File: config.mk
export PLATFORM = sky130hd
export DESIGN_NAME = upg_sequencer_flat
export DESIGN_NICKNAME = d
export VERILOG_FILES = /design/src/rtl/upg_sequencer_if.sv /design/src/rtl/upg_sequencer.sv /design/src/flat_wrapper.sv
export SDC_FILE = /design/constraint.sdc
export NUM_CORES = 1
export LEC_CHECK = 0
export BUFFER_PORTS_ARGS = -buffer_cell sky130_fd_sc_hd__buf_2
export CAP_MARGIN = 30
export CORE_AREA = 2 2 81 83
export DETAILED_ROUTE_END_ITERATION = 8
export DIE_AREA = 0 0 83 85
export GPL_ROUTABILITY_DRIVEN = 0
export HOLD_SLACK_MARGIN = 0.05
export PLACE_DENSITY_LB_ADDON = 0.2
export SLEW_MARGIN = 0
export SYNTH_ARGS = -nofsm -noshare
export SYNTH_HDL_FRONTEND = slang
export SYNTH_SLANG_ARGS = --single-unit
File: constraint.sdc
create_clock -name clock -period 4.2 [get_ports clock]
set_input_delay 0.84 -clock clock [delete_from_list [all_inputs] [get_ports clock]]
set_output_delay 0.84 -clock clock [all_outputs]
set_load 0.03 [all_outputs]
File: src/rtl/upg_sequencer_if.sv
// Signal bundle between the UART program-upload loader, the memories and the sequencer.
// The slave modport is the sequencer's view; master is the driving side.
interface upg_sequencer_if;
  logic        start_pg;
  logic        upg_wen_i;
  logic [14:0] upg_adr_i;
  logic        upg_done_i;
  logic        upg_rst_o;
  logic        cpu_rst_o;
  logic        rom_wen_o;
  logic        dmem_wen_o;
  logic [13:0] rom_cnt_o;
  logic [13:0] dmem_cnt_o;
  logic [2:0]  state_o;
  logic [1:0]  err_o;

  modport slave (
    input  start_pg, upg_wen_i, upg_adr_i, upg_done_i,
    output upg_rst_o, cpu_rst_o, rom_wen_o, dmem_wen_o,
           rom_cnt_o, dmem_cnt_o, state_o, err_o
  );

  modport master (
    output start_pg, upg_wen_i, upg_adr_i, upg_done_i,
    input  upg_rst_o, cpu_rst_o, rom_wen_o, dmem_wen_o,
           rom_cnt_o, dmem_cnt_o, state_o, err_o
  );
endinterface

File: src/rtl/upg_sequencer.sv
// Program-upload sequencer: holds the CPU in reset while the UART loader writes ROM/dmem,
// routes loader writes to the right memory, counts them, and aborts on idle timeout or empty upload.
module upg_sequencer #(
  parameter logic [23:0] TIMEOUT_CYCLES = 24'd10_000_000,
  parameter logic [7:0]  DRAIN_CYCLES   = 8'd16
) (
  input  logic           clock,
  input  logic           rst_n,
  upg_sequencer_if.slave bus
);

  typedef enum logic [2:0] {
    ST_RUN   = 3'd0,
    ST_ARM   = 3'd1,
    ST_LOAD  = 3'd2,
    ST_DRAIN = 3'd3,
    ST_ERR   = 3'd4
  } state_t;

  state_t      state_q;
  logic        upg_rst_q;
  logic        cpu_rst_q;
  logic [1:0]  err_q;
  logic [13:0] rom_cnt_q;
  logic [13:0] dmem_cnt_q;
  logic [23:0] idle_q;
  logic [7:0]  drain_q;

  logic [13:0] rom_cnt_d;
  logic [13:0] dmem_cnt_d;
  logic        loading;
  logic        wen_ok;
  logic        timeout_hit;
  logic        drain_last;
  logic        unused_adr;

  assign loading     = (state_q == ST_ARM) || (state_q == ST_LOAD);
  assign wen_ok      = bus.upg_wen_i & loading;
  assign timeout_hit = (idle_q == TIMEOUT_CYCLES - 24'd1);
  // A zero drain length still spends one cycle in DRAIN rather than wrapping.
  assign drain_last  = (({1'b0, drain_q} + 9'd1) >= {1'b0, DRAIN_CYCLES});

  assign rom_cnt_d  = (rom_cnt_q  == 14'h3FFF) ? rom_cnt_q  : rom_cnt_q  + 14'd1;
  assign dmem_cnt_d = (dmem_cnt_q == 14'h3FFF) ? dmem_cnt_q : dmem_cnt_q + 14'd1;

  // Write enables follow the state register directly so an async reset kills them at once.
  assign bus.rom_wen_o  = wen_ok & ~bus.upg_adr_i[14];
  assign bus.dmem_wen_o = wen_ok &  bus.upg_adr_i[14];
  assign unused_adr     = ^bus.upg_adr_i[13:0];

  assign bus.upg_rst_o  = upg_rst_q;
  assign bus.cpu_rst_o  = cpu_rst_q;
  assign bus.err_o      = err_q;
  assign bus.rom_cnt_o  = rom_cnt_q;
  assign bus.dmem_cnt_o = dmem_cnt_q;
  assign bus.state_o    = state_q;

  always_ff @(posedge clock or negedge rst_n) begin
    if (!rst_n) begin
      state_q    <= ST_RUN;
      upg_rst_q  <= 1'b1;
      cpu_rst_q  <= 1'b0;
      err_q      <= 2'b00;
      rom_cnt_q  <= 14'd0;
      dmem_cnt_q <= 14'd0;
      idle_q     <= 24'd0;
      drain_q    <= 8'd0;
    end else begin
      if (wen_ok && !bus.upg_adr_i[14]) rom_cnt_q  <= rom_cnt_d;
      if (wen_ok &&  bus.upg_adr_i[14]) dmem_cnt_q <= dmem_cnt_d;

      case (state_q)
        ST_RUN, ST_ERR: begin
          if (bus.start_pg) begin
            state_q    <= ST_ARM;
            upg_rst_q  <= 1'b0;
            cpu_rst_q  <= 1'b1;
            err_q      <= 2'b00;
            rom_cnt_q  <= 14'd0;
            dmem_cnt_q <= 14'd0;
            idle_q     <= 24'd0;
          end
        end
        ST_ARM, ST_LOAD: begin
          // Done has priority over both a fresh write and a simultaneous timeout.
          if (bus.upg_done_i) begin
            upg_rst_q <= 1'b1;
            if (wen_ok || state_q == ST_LOAD) begin
              state_q <= ST_DRAIN;
              drain_q <= 8'd0;
            end else begin
              state_q <= ST_ERR;
              err_q   <= 2'b10;
            end
          end else if (wen_ok) begin
            state_q <= ST_LOAD;
            idle_q  <= 24'd0;
          end else if (timeout_hit) begin
            state_q   <= ST_ERR;
            err_q     <= 2'b01;
            upg_rst_q <= 1'b1;
          end else begin
            idle_q <= idle_q + 24'd1;
          end
        end
        ST_DRAIN: begin
          if (drain_last) begin
            state_q   <= ST_RUN;
            cpu_rst_q <= 1'b0;
          end else begin
            drain_q <= drain_q + 8'd1;
          end
        end
        default: begin
          state_q   <= ST_RUN;
          upg_rst_q <= 1'b1;
          cpu_rst_q <= 1'b0;
        end
      endcase
    end
  end

endmodule

File: src/flat_wrapper.sv
// flat-port wrapper written by rule: the top's interface ports become plain ports
module upg_sequencer_flat 
#(
  parameter logic [23:0] TIMEOUT_CYCLES = 24'd10_000_000,
  parameter logic [7:0]  DRAIN_CYCLES   = 8'd16
)
  (clock, rst_n, bus_start_pg, bus_upg_wen_i, bus_upg_adr_i, bus_upg_done_i, bus_upg_rst_o, bus_cpu_rst_o, bus_rom_wen_o, bus_dmem_wen_o, bus_rom_cnt_o, bus_dmem_cnt_o, bus_state_o, bus_err_o);
  upg_sequencer_if bus_i ();
  input  logic clock;
  input  logic rst_n;
  input wire logic [$bits(bus_i.start_pg)-1:0] bus_start_pg;
  input wire logic [$bits(bus_i.upg_wen_i)-1:0] bus_upg_wen_i;
  input wire logic [$bits(bus_i.upg_adr_i)-1:0] bus_upg_adr_i;
  input wire logic [$bits(bus_i.upg_done_i)-1:0] bus_upg_done_i;
  output wire logic [$bits(bus_i.upg_rst_o)-1:0] bus_upg_rst_o;
  output wire logic [$bits(bus_i.cpu_rst_o)-1:0] bus_cpu_rst_o;
  output wire logic [$bits(bus_i.rom_wen_o)-1:0] bus_rom_wen_o;
  output wire logic [$bits(bus_i.dmem_wen_o)-1:0] bus_dmem_wen_o;
  output wire logic [$bits(bus_i.rom_cnt_o)-1:0] bus_rom_cnt_o;
  output wire logic [$bits(bus_i.dmem_cnt_o)-1:0] bus_dmem_cnt_o;
  output wire logic [$bits(bus_i.state_o)-1:0] bus_state_o;
  output wire logic [$bits(bus_i.err_o)-1:0] bus_err_o;
  assign bus_i.start_pg = bus_start_pg;
  assign bus_i.upg_wen_i = bus_upg_wen_i;
  assign bus_i.upg_adr_i = bus_upg_adr_i;
  assign bus_i.upg_done_i = bus_upg_done_i;
  assign bus_upg_rst_o = bus_i.upg_rst_o;
  assign bus_cpu_rst_o = bus_i.cpu_rst_o;
  assign bus_rom_wen_o = bus_i.rom_wen_o;
  assign bus_dmem_wen_o = bus_i.dmem_wen_o;
  assign bus_rom_cnt_o = bus_i.rom_cnt_o;
  assign bus_dmem_cnt_o = bus_i.dmem_cnt_o;
  assign bus_state_o = bus_i.state_o;
  assign bus_err_o = bus_i.err_o;
  upg_sequencer #(.TIMEOUT_CYCLES(TIMEOUT_CYCLES), .DRAIN_CYCLES(DRAIN_CYCLES)) u_core (.clock(clock), .rst_n(rst_n), .bus(bus_i));
endmodule
==> results of run 1 <==
synth_stat cells, types with 6 or more instances:
master | instances | area, um2
dfrtp_1 | 66 | 1650
nor2_1 | 45 | 169
nand2_1 | 36 | 135
nand3_1 | 27 | 135
nand4_1 | 18 | 113
xor2_1 | 16 | 140
inv_1 | 13 | 48.8
o21ai_0 | 13 | 65.1
a21oi_1 | 11 | 55.1
clkbuf_1 | 11 | 41.3
nor3_1 | 11 | 55.1
and3_1 | 10 | 62.6
xnor2_1 | 9 | 78.8
and2_1 | 7 | 43.8
nor4_1 | 7 | 43.8
nor2b_1 | 6 | 37.5
or3_1 | 6 | 37.5
power by group through the flow:
| stage | Sequential, W | Clock, W | Combinational (W) |
|---|---|---|---|
| global placement | 0.000819 | 0 | 0.000611 |
| finish | 0.000814 | 0.000540 | 0.000655 |
| CTS | 0.000812 | 0.000544 | 0.000652 |
| global route | 0.000826 | 0.000581 | 0.000721 |
| floorplan | 0.000862 | 0 | 0.000415 |
| detailed placement | 0.000824 | 0 | 0.000649 |
registers in the layout (all words and copies together) (netlist names):
name and count:
u_core.idle_q 24, u_core.bus.rom_cnt_o 14, u_core.bus.state_o 3, u_core.bus.upg_rst_o 1
u_core.bus.dmem_cnt_o 14, u_core.bus.err_o 2, u_core.bus.cpu_rst_o 1, u_core.drain_q 8
worst max-delay path by stage:
stage / startpoint / cells after the start / endpoint / slack, ns
finish: u_core.bus.state_o[0] / 3 / bus_dmem_wen_o / 1.45
global route: bus_upg_wen_i / 5 / bus_rom_wen_o / 1.31
CTS: bus_upg_wen_i / 5 / bus_rom_wen_o / 1.45
detailed placement: bus_upg_wen_i / 5 / bus_rom_wen_o / 1.48
global placement: bus_upg_wen_i / 5 / bus_rom_wen_o / 1.48
floorplan: bus_upg_wen_i / 3 / bus_dmem_wen_o / 1.55
cell families (layout without fill, tap and decap cells):
logic type | count (synthesis) | count (layout) | synth area share
compound gates | 66 | 66 | 0.127
mux | 4 | 4 | 0.0112
buf+inv | 32 | 76 | 0.0362
flops | 67 | 67 | 0.453
fa+ha+maj | 4 | 4 | 0.0135
xor+xnor | 26 | 26 | 0.0636
simple gates | 203 | 203 | 0.295
routing by layer:
metal / up-vias / share of wire
li1: 1554 / -
met1: 1582 / 0.46
met2: 78 / 0.49
met3: 11 / 0.035
met4: 0 / 0.014
met5: - / 0
worst max-delay path, cell delays in order, from the launching register on:
cell,delay [ns]
dfrtp_1,0.52
xnor2_2,0.25
nor2_1,0.49
buf_2,0.31
stage by stage:
stage,util,power [W]
2_1_floorplan,-,0.00128
3_3_place_gp,0.637,0.00143
3_5_place_dp,0.639,0.00147
4_1_cts,0.670,0.00201
5_1_grt,0.670,0.00213
6_report,0.670,0.00201
final cells by class:
type                       instances  share of cell area
clock buffer                      11              0.0340
tap                               77              0.0232
inverter                          13              0.0117
sequential                        67               0.404
clock inverter                     5              0.0126
multi-input combinational        303               0.454
timing repair buffer              47              0.0605
==> results.toml, run 1 <==
[status]
status = "complete, no violations"

[floorplanning]
num_rows = 29
core-area_mm2 = 0.00620
die_w_um = 83
initial_utilization = 0.596
dieArea_mm2 = 0.00706
die_y_um = 85
ios = 57

[synthesis]
syn_area_mm2 = 0.00370
ys_seq_elements = 67
synthArstFlopShare = 1.00
ys_types = 63
ys.flop_type = "dfrtp_1"
yosysSeqAreaShare = 0.453
syn_inst = 402
synth-edff-count = 0
yosys_warnings = 0
synth.avg_cell_area_um2 = 9.21
syn-num-nets = 426

[timing]
slew_headroom = 0.329
timing_hold_violations_final = 0
fin_ws_ns = 1.45
holdWs_ns = 0.508
fmaxAchievable_mhz = 364
slew_violations = 0
setup-violations-final = 0
period_share = 0.655
finClkSkew_ns = 0.0118
worstMarginPinSlew_ns = 1.00
setup_tns_ns = 0
min_period_ns = 2.75
rsz0062_at_grt = "no"

[routing]
drc = 0
vias = 3225
wl_per_cell_um = 15.8
first_pass_iters = 4
routed_wl_mm = 8.28
initialDrtViolationCount = 194
avgViaCountPerCell = 6.17
final_antenna_net_count = 0

[clock_tree]
htreeDepth = 3
cts_setup_buffers = 0
cts.sinks = 67
cts_buffers = 9
cts_max_path_buffers = 2
clk_pin_slew_ns = 0.08
clk_latency_ns = 0.34
cts_hold_buf = 0
cts_root_buf = "clkbuf_8"
cts_resized = 0
cts_tree = "built"

[global_route]
gr-total-overflow = 0
grt_use_met1 = 0.346
use_met3 = 0.0428
grt_use_met2 = 0.396
grt_max_degree = 38
antenna_found_initial = 0
grt_pass1_vias = 3176
busiest_layer = "met2"
grt_pass1_wl_mm = 14.6
grtUsageTotal = 0.253

[power]
vdd_drop_max_v = 0.000357
comb_power_share = 0.326
seqPwrFrac = 0.405
p_sw_w = 0.000804
clkPwrFrac = 0.269
powerDensity_mw_per_mm2 = 483
p_int_w = 0.00120
swShare = 0.400
power_leakage_nw = 1.90

[setup_path]
start_kind = "flop"
cp_max_fo = 12
rr_endpoint = "u_core.bus.err_o[1]"
worstPathRequired_ns = 3.36
endpoint_kind = "primary output"
path_class = "reg2out"
r2r-start = "u_core.idle_q[1]"
reg2reg_depth = 6
r2r_slack_ns = 1.72
cp.arrival_ns = 1.91

[layout]
fill_cells = 524
area_growth_pct = 12.3
layout-drive-gt1-share = 0.159
nets = 465
multi_input_area_mm2 = 0.00189
ff_latch_area_mm2 = 0.00168
fin_area_mm2 = 0.00416
layout_commonest_cell = "dfrtp_1"
layout_common_cells = "dfrtp_1 (66), nor2_1 (45), buf_2 (42), nand2_1 (36), nand3_1 (27)"
diodes = 0
finalNonFillerCells = 523

[hold_path]
hold_path_end = "u_core.drain_q[5]"
hp-class = "reg2reg"
min_from = "u_core.drain_q[5]"
whs_path_depth = 1

[place]
dpl.hpwl_mm = 5.62
place_inst = 507
portBuffers = 42
placed_area_mm2 = 0.00396
pre_cts_ws_ns = 1.48

[flow_run]
max-cap-violations = 0
Power figures use the tool's default switching activity.
==> inputs of run 2 (changes only) <==
CORE_AREA = 2 2 84 86   (was 2 2 81 83)
DIE_AREA = 0 0 86 88   (was 0 0 83 85)
clock period = 2.6 ns   (was 4.2 ns; I/O delays follow)
==> run 2 against run 1 <==
First-iteration DRC count increased by 12%. Count of clock-buffer cells in the layout decreased by 2. Via count increased by 0.34%. Critical path depth increased by 1. Global-route usage decreased by 1.3 points. Clock skew increased by 0.0020 ns. Cell count increased by 2.5%. Critical path type unchanged. Critical endpoint is now bus_rom_wen_o. Highest routed layer unchanged.
==> results.toml, run 2 (same netlist as run 1, synthesis figures left out) <==
[clock_tree]
cts_resized = 0
htreeDepth = 3
cts_buffers = 9
cts_tree = "built"
cts_max_path_buffers = 2
cts.sinks = 67
clk_latency_ns = 0.35
cts_hold_buf = 0
clk_pin_slew_ns = 0.08
cts_setup_buffers = 0
cts_root_buf = "clkbuf_8"

[routing]
final_antenna_net_count = 0
routed_wl_mm = 8.31
avgViaCountPerCell = 6.04
wl_per_cell_um = 15.5
drc = 0
first_pass_iters = 4
vias = 3236
initialDrtViolationCount = 218

[layout]
diodes = 0
multi_input_area_mm2 = 0.00189
layout_common_cells = "dfrtp_1 (66), nor2_1 (45), buf_2 (42), nand2_1 (36), nand3_1 (27)"
nets = 475
fill_cells = 546
ff_latch_area_mm2 = 0.00168
area_growth_pct = 17.2
largest_register_ffs = 24
finalNonFillerCells = 536
layout_commonest_cell = "dfrtp_1"
layout-drive-gt1-share = 0.180
top_register = "u_core.idle_q"

[setup_path]
path_class = "reg2out"
crit_chain = "nor3b_1, nand2_1, inv_1, buf_2"
start_kind = "flop"
cp_top_family = "simple AND/OR/NAND/NOR gates"
endpoint_kind = "primary output"
cp.arrival_ns = 1.75
path_buf_inv = 2
cp_max_fo = 10
cp_slowest_cell = "dfrtp_1"
cp_slowest_stage_delay_ns = 0.47
worstPathRequired_ns = 2.08

[flow_run]
max-cap-violations = 0

[floorplanning]
die_w_um = 86
core-area_mm2 = 0.00664
dieArea_mm2 = 0.00757
ios = 57
initial_utilization = 0.557
num_rows = 30
die_y_um = 88

[place]
place_inst = 520
dpl.hpwl_mm = 5.76
portBuffers = 42

[timing]
worstMarginPinSlew_ns = 0.722
rsz0062_at_grt = "no"
setup-violations-final = 0
setup_tns_ns = 0
period_share = 0.873
timing_hold_violations_final = 0
min_period_ns = 2.27
slew_violations = 0
fmaxAchievable_mhz = 440
slew_headroom = 0.516
finClkSkew_ns = 0.0138

[power]
vdd_drop_max_v = 0.000542
powerDensity_mw_per_mm2 = 840
power_leakage_nw = 2.00

[hold_path]
hp-class = "in2async"

[status]
status = "complete, no violations"

[global_route]
grt_pass1_vias = 3080
antenna_found_initial = 0
grt_pass1_wl_mm = 14.4
gr-total-overflow = 0
grt_max_degree = 50
grtUsageTotal = 0.240
==> run 2: cell type report <==
| cell class | count | area share |
|---|---|---|
| multi-input combinational | 303 | 0.435 |
| tap | 80 | 0.0231 |
| inverter | 13 | 0.0112 |
| clock buffer | 9 | 0.0285 |
| sequential | 67 | 0.387 |
| timing repair buffer | 57 | 0.0773 |
| clock inverter | 7 | 0.0378 |
==> run 2: where the power goes <==
part           leakage (nW)  switching, W  internal, W
clock network         0.143      0.000420     0.000831
registers             0.919      0.000157      0.00115
logic                 0.933      0.000717     0.000363
==> run 2: worst paths after layout <==
check | to | slack (ns) | depth (start not counted) | from
worst max register to register | u_core.idle_q[6] | 0.40 | 4 | u_core.bus.state_o[0]
worst min-delay path | u_core.idle_q[3] | 0.13 | 1 | rst_n
max in group asynchronous | u_core.bus.upg_rst_o | 1.81 | 2 | rst_n
min in group clock | u_core.bus.state_o[2] | 0.51 | 3 | bus_start_pg
worst max-delay path | bus_rom_wen_o | 0.33 | 4 | u_core.bus.state_o[2]
worst min register to register | u_core.drain_q[5] | 0.52 | 1 | u_core.drain_q[5]
==> run 2: per-layer routing <==
layer  share of wire  vias to the layer above  global-route usage
met5               0                        -                   0
met4           0.011                        0              0.0895
met3           0.036                        9              0.0500
met2            0.48                       63               0.381
met1            0.48                     1597               0.327
li1                -                     1567                   -
==> run 2: worst reg2reg max path: stages (launching register included) <==
cell	delay, ns
dfrtp_1	0.60
xnor2_2	0.19
or4_1	0.64
or4_1	0.57
o211ai_1	0.11
==> run 2: stage by stage <==
stage | total power, W | area (um2) | utilization | hold slack [ns] | worst slack (ns)
floorplan | 0.00206 | 3700 | - | 0.224 | 0.397
global placement | 0.00239 | 4050 | 0.610 | 0.484 | 0.432
detailed placement | 0.00242 | 4050 | 0.610 | 0.495 | 0.393
CTS | 0.00367 | 4340 | 0.653 | 0.137 | 0.299
global route | 0.00385 | 4340 | 0.653 | 0.151 | 0.186
finish | 0.00364 | 4340 | 0.653 | 0.126 | 0.330
==> inputs of run 3 (changes only) <==
MAX_ROUTING_LAYER = met4   (was not set)
==> run 3 against run 2 <==
Count of clock-buffer cells in the layout unchanged. Critical path depth did not move. Power about the same. Core utilization is the same. Critical path type unchanged.
==> results.toml, run 3 (same netlist as run 1, synthesis figures left out) <==
[timing]
min_period_ns = 2.28
setup-violations-final = 0
finClkSkew_ns = 0.0145
rsz0062_at_grt = "no"
fmaxAchievable_mhz = 439
slew_headroom = 0.516
period_share = 0.877
timing_hold_violations_final = 0
fin_ws_ns = 0.320
worstMarginPinSlew_ns = 0.722
setup_tns_ns = 0
slew_violations = 0

[hold_path]
hp-class = "in2async"

[floorplanning]
die_w_um = 86
dieArea_mm2 = 0.00757
die_y_um = 88
core-area_mm2 = 0.00664
num_rows = 30
ios = 57
initial_utilization = 0.557

[clock_tree]
cts_hold_buf = 0
cts_max_path_buffers = 2
cts_tree = "built"
cts_root_buf = "clkbuf_8"
cts.sinks = 67
clk_latency_ns = 0.35
htreeDepth = 3
cts_resized = 0
cts_buffers = 9
clk_pin_slew_ns = 0.08
cts_setup_buffers = 0

[power]
p_sw_w = 0.00130
comb_power_share = 0.297
p_total_w = 0.00365
powerDensity_mw_per_mm2 = 840
vdd_drop_max_v = 0.000541
seqPwrFrac = 0.360
power_leakage_nw = 2.00
p_int_w = 0.00235
clkPwrFrac = 0.343
swShare = 0.356

[setup_path]
r2r_slack_ns = 0.40
path_buf_inv = 2
crit_chain = "xor2_1, nand2_1, inv_1, buf_2"
endpoint_kind = "primary output"
cp_slowest_cell = "dfrtp_1"
reg2reg_depth = 4
path_class = "reg2out"
worstPathRequired_ns = 2.08
start_kind = "flop"
cp_max_fo = 12
rr_endpoint = "u_core.idle_q[6]"
cp_slowest_stage_delay_ns = 0.60
cp_top_family = "flip-flops"
cp_num_cells = 4
cp.arrival_ns = 1.76
r2r-start = "u_core.bus.state_o[0]"

[global_route]
antenna_found_initial = 0
grt_pass1_wl_mm = 14.4
grt_max_degree = 50
gr-total-overflow = 0
grtUsageTotal = 0.248
grt_pass1_vias = 3076

[layout]
final_core_util = 0.653
nets = 475
top_register = "u_core.idle_q"
layout-drive-gt1-share = 0.180
layout_commonest_cell = "dfrtp_1"
diodes = 0
layout_common_cells = "dfrtp_1 (66), nor2_1 (45), buf_2 (42), nand2_1 (36), nand3_1 (27)"
largest_register_ffs = 24
fin_area_mm2 = 0.00434
area_growth_pct = 17.2

[place]
portBuffers = 42
pre_cts_ws_ns = 0.393
dpl.hpwl_mm = 5.76
placed_area_mm2 = 0.00405

[routing]
vias = 3238
drc = 0
initialDrtViolationCount = 215
final_antenna_net_count = 0
avgViaCountPerCell = 6.04
routed_wl_mm = 8.33
wl_per_cell_um = 15.5
first_pass_iters = 4

[status]
status = "complete, no violations"

[flow_run]
max-cap-violations = 0
==> run 3: cell counts in the layout (fill, tap and decap cells not counted) <==
Identical to the previous run, type by type.
==> run 3: final cells by class <==
class	count	area, um2
clock buffers	9	124
clock inverters	7	164
fillers	546	2300
inverters	13	48.8
multi-input cells	303	1890
flip-flops and latches	67	1680
well taps	80	100
repair buffers	57	335
==> run 3: routing by layer <==
metal  up-vias  global-route usage  part of all wire
met5         -                   -                 0
met4         0              0.0895            0.0082
met3         7              0.0481             0.035
met2        69               0.378              0.48
met1      1598               0.331              0.48
li1       1564                   -                 -
==> run 3: worst max path at each step <==
stage                                startpoint                       end  slack (ns)
after CTS                 u_core.bus.state_o[2]             bus_rom_wen_o        0.30
after global routing      u_core.bus.state_o[2]             bus_rom_wen_o        0.18
after detailed placement         bus_upg_done_i          u_core.idle_q[6]        0.39
final                     u_core.bus.state_o[0]             bus_rom_wen_o        0.32
after floorplan           u_core.bus.state_o[1]  u_core.bus.dmem_cnt_o[3]        0.40
after global placement           bus_upg_done_i          u_core.idle_q[6]        0.43
==> run 3: power groups by stage <==
stage                     registers, W  clock network (W)  logic, W
after floorplan                0.00139                  0  0.000670
after global placement         0.00133                  0   0.00107
after detailed placement       0.00133                  0   0.00109
after CTS                      0.00131            0.00127   0.00109
after global routing           0.00133            0.00131   0.00120
final                          0.00131            0.00125   0.00108
==> run 3: per-stage QoR <==
step | hold WS [ns] | instances
5_1_grt | 0.151 | 536
3_3_place_gp | 0.484 | 520
6_report | 0.127 | 536
4_1_cts | 0.137 | 536
3_5_place_dp | 0.495 | 520
2_1_floorplan | 0.224 | 402
